$ cat config.mk
export PLATFORM = sky130hd
export DESIGN_NAME = mem_arbiter
export DESIGN_NICKNAME = d
export VERILOG_FILES = /design/src/rtl/mem_arbiter.sv
export SDC_FILE = /design/constraint.sdc
export NUM_CORES = 1
export LEC_CHECK = 0
export CORE_UTILIZATION = 42
export DETAILED_ROUTE_END_ITERATION = 10
export GPL_TIMING_DRIVEN = 0
export PLACE_DENSITY_LB_ADDON = 0.05
export SLEW_MARGIN = 20
export SYNTH_ARGS = -nofsm -noshare
export SYNTH_HDL_FRONTEND = slang
export SYNTH_SLANG_ARGS = --single-unit
$ cat constraint.sdc
create_clock -name clk -period 2.8 [get_ports clk]
set_clock_uncertainty 0.2 [all_clocks]
set_input_delay 0.28 -clock clk [delete_from_list [all_inputs] [get_ports clk]]
set_output_delay 0.28 -clock clk [all_outputs]
set_load 0.1 [all_outputs]
$ cat src/rtl/mem_arbiter.sv
// Two-requester arbiter sharing one single-port memory between fetch and data.
// Alternating priority, per-transaction timeout watchdog and a halt handshake.
module mem_arbiter #(
    parameter int ADDR_W  = 16,
    parameter int DATA_W  = 16,
    parameter int TIMEOUT = 255
) (
    input  logic              clk,
    input  logic              rst,
    input  logic              hlt,
    input  logic              if_req,
    input  logic [ADDR_W-1:0] if_addr,
    output logic [DATA_W-1:0] if_rdata,
    output logic              if_ready,
    input  logic              dm_req,
    input  logic              dm_we,
    input  logic [ADDR_W-1:0] dm_addr,
    input  logic [DATA_W-1:0] dm_wdata,
    output logic [DATA_W-1:0] dm_rdata,
    output logic              dm_ready,
    output logic              mem_en,
    output logic              mem_we,
    output logic [ADDR_W-1:0] mem_addr,
    output logic [DATA_W-1:0] mem_wdata,
    input  logic [DATA_W-1:0] mem_rdata,
    input  logic              mem_ack,
    output logic              stall,
    output logic              halted,
    output logic              err
);

    typedef enum logic [1:0] {
        IDLE    = 2'd0,
        IF_BUSY = 2'd1,
        DM_BUSY = 2'd2,
        HALT    = 2'd3
    } state_t;

    localparam logic [7:0] TO_CNT = 8'(TIMEOUT);

    state_t state, state_nx;

    logic [ADDR_W-1:0] addr_q;
    logic [DATA_W-1:0] wdata_q;
    logic              we_q;
    logic [7:0]        timer;
    logic [7:0]        timer_inc;
    logic              last_dm;
    logic              if_pend, dm_pend;
    logic              grant_if, grant_dm;
    logic              busy, ack_hit, to_hit;

    // A requester whose ready is high is finishing; its held req is not new.
    assign if_pend   = if_req & ~if_ready;
    assign dm_pend   = dm_req & ~dm_ready;
    assign busy      = (state == IF_BUSY) | (state == DM_BUSY);
    assign timer_inc = timer + 8'd1;
    assign ack_hit   = busy & mem_ack;
    assign to_hit    = busy & ~mem_ack & (timer_inc == TO_CNT);

    always_ff @(posedge clk or negedge rst) begin
        if (!rst) state <= IDLE;
        else      state <= state_nx;
    end

    always_comb begin
        state_nx = state;
        grant_if = 1'b0;
        grant_dm = 1'b0;
        case (state)
            IDLE: begin
                if (hlt) begin
                    state_nx = HALT;
                end else if (dm_pend && (!if_pend || !last_dm)) begin
                    state_nx = DM_BUSY;
                    grant_dm = 1'b1;
                end else if (if_pend) begin
                    state_nx = IF_BUSY;
                    grant_if = 1'b1;
                end
            end
            IF_BUSY, DM_BUSY: begin
                if (ack_hit || to_hit) state_nx = IDLE;
            end
            HALT: begin
                if (!hlt) state_nx = IDLE;
            end
            default: state_nx = IDLE;
        endcase
    end

    always_ff @(posedge clk or negedge rst) begin
        if (!rst) begin
            addr_q   <= '0;
            wdata_q  <= '0;
            we_q     <= 1'b0;
            timer    <= '0;
            last_dm  <= 1'b0;
            if_rdata <= '0;
            dm_rdata <= '0;
            if_ready <= 1'b0;
            dm_ready <= 1'b0;
            err      <= 1'b0;
        end else begin
            if_ready <= 1'b0;
            dm_ready <= 1'b0;
            if (grant_if || grant_dm) begin
                addr_q  <= grant_dm ? dm_addr : if_addr;
                wdata_q <= grant_dm ? dm_wdata : '0;
                we_q    <= grant_dm & dm_we;
                timer   <= '0;
                last_dm <= grant_dm;
            end else if (busy && !mem_ack) begin
                timer <= timer_inc;
            end
            // Timeout completes the owner with all-ones so it never hangs.
            if (ack_hit || to_hit) begin
                if (state == IF_BUSY) begin
                    if_ready <= 1'b1;
                    if_rdata <= ack_hit ? mem_rdata : '1;
                end else begin
                    dm_ready <= 1'b1;
                    if (to_hit)     dm_rdata <= '1;
                    else if (!we_q) dm_rdata <= mem_rdata;
                end
                if (to_hit) err <= 1'b1;
            end
        end
    end

    assign mem_en    = busy;
    assign mem_we    = busy & we_q;
    assign mem_addr  = addr_q;
    assign mem_wdata = wdata_q;
    assign halted    = (state == HALT);
    assign stall     = (if_req & ~if_ready) | (dm_req & ~dm_ready);

endmodule

==> Yosys cells after proc, flatten, opt, wreduce, memory -nomap -nowiden <==
Index checks and enable logic that the tools add are counted.
{ "op_classes": {"addsub": 1, "eq_ne": 8, "mux": 24, "bitwise_logic": 13, "reduce_logical": 15} }
{ "op_table": {"columns": ["cell", "n"], "rows": [
  ["16-bit 2-to-1 mux", 5],
  ["8-bit 2-to-1 mux", 2],
  ["1-bit 2-to-1 mux", 11],
  ["2-bit 2-to-1 mux", 5],
  ["8-bit by 1-bit adder with 8-bit output, second input constant", 1],
  ["8-bit equality test, second input constant", 1],
  ["1-bit bitwise AND", 7],
  ["2-bit one-hot mux with 3 select lines", 1],
  ["3-bit AND reduction", 2],
  ["2-bit equality test, second input constant", 2],
  ["2-bit inequality test, second input constant", 2],
  ["4-bit inequality test, second input constant", 1],
  ["1-bit NOT", 4],
  ["2-bit AND reduction", 2],
  ["1-bit zero test", 3],
  ["1-bit logical OR", 3],
  ["2-bit by 1-bit equality test with 1-bit output, second input constant", 1],
  ["1-bit logical AND", 2],
  ["2-bit zero test", 1],
  ["2-bit by 1-bit inequality test with 1-bit output, second input constant", 1],
  ["1-bit OR", 2],
  ["2-bit nonzero test", 1],
  ["2-bit OR reduction", 1]
]} }
{ "word_totals": {"ff_bits": 79, "in_bits": 71} }

==> Longest topological paths before layout <==
{ "depth": {"ltp_word": 10, "depth_mapped": 8} }

==> Least setup slack after synthesis <==
Ideal clock, no wire load.
{ "synth_timing": {"path_type": "register -> register", "startpoint": "reg state[0]", "endpoint": "reg state[0]", "setup_ns": 0.080, "arrival_ns": 2.605, "setup_slack_ns": -0.084, "stages_incl_launch_ff": 8, "path_buffers": 0, "path_cell_list": "dfrtp_1 > inv_1 > ha_1 > nand2b_1 > nor4_4 > o211ai_4 > a221oi_2 > mux2i_1"} }
{ "synth_via": {"elab_chain_len": 7, "elab_cells_between_ends": 15, "cone_classes": "6 x eq/ne; 1 x mux; 4 x bitwise; 4 x reduce/logical"} }
{ "synth_rtl": {"columns": ["item", "line", "rtl"], "rows": [
  ["start, declared", "41", "state_t state, state_nx;"],
  ["start signal, assigned", "63", "else state <= state_nx;"],
  ["2-bit by 1-bit equality test with 1-bit output or 2-bit equality test (tied branches)", "56", "assign busy = (state == IF_BUSY) | (state == DM_BUSY);"],
  ["1-bit OR (*)", "56", null],
  ["named net mem_en", "21", "output logic mem_en,"],
  ["1-bit bitwise AND (2 in series)", "59", "assign to_hit = busy & ~mem_ack & (timer_inc == TO_CNT);"],
  ["1-bit logical OR (*)", "83", "if (ack_hit || to_hit) state_nx = IDLE;"],
  ["2-bit inequality test (no source line) (*)", null, null],
  ["3-bit AND reduction (no source line) (*)", null, null]
]} }
Mark *: on every way through the listed nets, which the timed path passes. The rest lies on a longest branch.
A chain may end at the register's enable or synchronous reset.

==> Final worst setup path <==
{ "layout_timing": {"startpoint": "reg state[0]", "endpoint": "out mem_we"} }
{ "layout_via": {"elab_chain_len": 3, "elab_cells_between_ends": 4, "cone_classes": "2 x eq/ne; 2 x bitwise"} }
{ "layout_rtl": {"columns": ["item", "line", "rtl"], "rows": [
  ["2-bit by 1-bit equality test with 1-bit output or 2-bit equality test (tied branches)", "56", null],
  ["1-bit OR (*)", "56", null],
  ["1-bit bitwise AND (*)", "132", "assign mem_we = busy & we_q;"],
  ["end, declared", "22", "output logic mem_we,"]
]} }
Mark *: on every way between the ends. The rest lies on a longest branch, timed or not.

==> flow_summary.yaml <==
setup_path:
  path_class: "reg -> out"
  worstPathArrival_ns: 2.14
  r2r_setup_slack_ns: 0.42
  critPathCapture: "mem_we"
  worst_setup_path_end_kind: "output pin"
  r2r-end: "if_rdata[7]"
  reg2reg_depth: 8
  worstPathRequired_ns: 2.32
  startpoint: "state[0]"
  reg2reg_from: "state[0]"
  cp_max_fo: 6
  cp-start-kind: "flop"
sta:
  max_slew_margin_pct: 30.73
  fin_ws_ns: 0.1837
  tightest_slew_ns: 1.036
  timing.fmax_ghz: 0.3822
  min_period_ns: 2.616
  rsz0062_at_grt: "no"
  timing.final.crit_share_pct: 93.44
  finalHoldViolCount: 0
  finalSetupViolCount: 0
  slew_viol_final: 0
yosys:
  yosysWarnings: 0
  ys_seq_area_share_pct: 60.82
  yosys.area.top_type_share_pct: 60.82
  synth-async-reset-ratio_pct: 100.0
  synth_fa_ha_area_share_pct: 1.925
  synth_xor_area_share_pct: 2.156
  synth_ff_type: "dfrtp_1"
  synthTopCellsByArea: "dfrtp_1 (61%), o22a_2 (4.9%), a22o_1 (4.6%)"
  syn_nets: 339
  synth.area.mux_share_pct: 0.6159
  ys_seq_elements: 79
  synth_edf_count: 0
  avgSynthCellArea_um2: 12.36
  synth-compound-area-share_pct: 23.09
  synth.cell_area_mm2: 0.003251
  synth_top_cell_by_area: "dfrtp_1"
  synthCells: 263
  synth.distinct_cells: 38
  synthSimpleGateAreaFrac_pct: 8.314
  synth_top_family_by_area: "compound AO/OA/AOI/OAI gates"
floorplan:
  dieArea_mm2: 0.008096
  coreArea_mm2: 0.007370
  die_w_um: 89.98
  rows: 31
  dieHeight_um: 89.98
  start_util_pct: 44.11
  io_pins: 142
clocking:
  clockRootBuffer: "clkbuf_8"
  ctsHtreeMaxLevel: 3
  clk_pin_slew_worst_paths_ns: 0.08
  cts.sinks: 79
  cts_made_buffers: 9
  clk_latency_ns: 0.35
  post_cts_buffers: 0
  cts_max_path_buffers: 2
  cts_tree: "yes"
route:
  num_vias: 2657
  drt_wl_total_um: 8329
  drc: 0
  wire_per_inst_um: 15.99
  antenna_left: 0
  via_per_inst: 5.100
  drt_iter0_drc: 96
  drt_first_pass_iters: 4
global_route:
  grt_pass1_wl_um: 13730
  grt_start_max_net_pins: 50
  grt_util_all_layers_pct: 21.75
  gr-total-overflow: 0
  grt_pass1_vias: 2760
  antenna_found_initial: 0
placed_design:
  routabilityCongestion: 0.7865
  pre_cts_ws_ns: 0.07437
  dpl_cell_area_mm2: 0.004816
  numPortBuffers: 141
  dp_hpwl_um: 6028
run:
  cap_violations: 0
worst_hold_path:
  hold_path.class: "in -> async"
finish:
  num_antenna_cells: 0
  design_area_mm2: 0.005054
  areaGrowthSynthToFinish_pct: 55.47
  layout.nets: 493
  final_common_cell: "clkdlybuf4s50_1"
  final_cell_mix: "clkdlybuf4s50_1 (137), dfrtp_1 (77), nand2_1 (23), a22o_1 (17)"
  layout-drive-gt1-share_pct: 11.14
status:
  outcome: "completed"
[synthesized netlist by cell type, types with 5 or more instances]
cell type	count
o22a_2	16
o22a_1	16
ha_1	5
o22ai_1	16
a22o_1	17
o21ai_0	16
clkbuf_1	12
dfrtp_1	79
nand2b_1	5
nor2_1	9
inv_1	5
nand2_1	23
[state kept, by name (all words and copies together), names as in the netlist]
register	cells
dm_rdata	16
if_rdata	16
mem_addr	16
mem_wdata	16
timer	8
state	2
dm_ready	1
err	1
if_ready	1
last_dm	1
we_q	1
[worst min-delay path by stage]
| stage | cells past startpoint | from | end |
|---|---|---|---|
| after CTS | 2 | rst | timer[4] |
| final | 2 | rst | timer[4] |
| after global placement | 1 | err | err |
| after floorplan | 0 | rst | dm_rdata[0] |
| after detailed placement | 1 | rst | timer[4] |
| after global routing | 2 | rst | timer[7] |
[cell families (layout without fill, tap and decap cells)]
logic type                 after synthesis  after routing
DFF                                     79             79
adders and majority gates                5              5
xor gates and xnor gates                 8              8
muxes                                    2              2
and+or+nand+nor                         54             54
buffers and inverters                   22            181
AOI/OAI and AO/OA                       93             93
[timing repair]
item | in CTS | in global routing
pin swaps | 0 | 0
hold buffers | 1 | 0
hold endpoints to repair | 30 | 0
endpoints found under the setup margin | 1 | 2
resized for setup | 1 | 2
[routing by layer]
| layer | global-route usage [%] | wire length (um) | vias to the layer above | part of all wire, % |
|---|---|---|---|---|
| met5 | 0 | 0 | - | 0 |
| met4 | 9.140 | 191 | 0 | 2.3 |
| met3 | 7.868 | 690 | 11 | 8.3 |
| met2 | 33.65 | 3988 | 92 | 48 |
| met1 | 27.70 | 3460 | 1286 | 42 |
| li1 | - | - | 1268 | - |
[through the flow]
stage	cells	util [%]	hold slack [ns]	setup TNS, ns
after detailed placement	504	65.35	0.04999	0
after CTS	521	68.51	0.2063	0
final	521	68.57	0.2000	0
after global routing	521	68.57	0.2242	0
after floorplan	263	-	-0.2156	0
after global placement	503	65.01	0.2499	-129.10
[worst max-delay path: stages (launching register included)]
cell	delay, ns
dfrtp_1	0.37
inv_1	0.07
ha_2	0.37
and2_1	0.13
dlygate4sd2_1	0.84
[layout make-up]
| class | count | area, um2 |
|---|---|---|
| Clock inverter | 3 | 65.06 |
| Timing Repair Buffer | 143 | 1450 |
| Sequential cell | 79 | 1979 |
| Tap cell | 99 | 123.9 |
| Fill cell | 576 | 2316 |
| Inverter | 5 | 18.77 |
| Clock buffer | 13 | 158.9 |
| Buffer | 17 | 81.33 |
| Multi-Input combinational cell | 162 | 1176 |
Power is not shown: default switching activity piles up to over one toggle a cycle in this logic, so the estimate is an artifact.
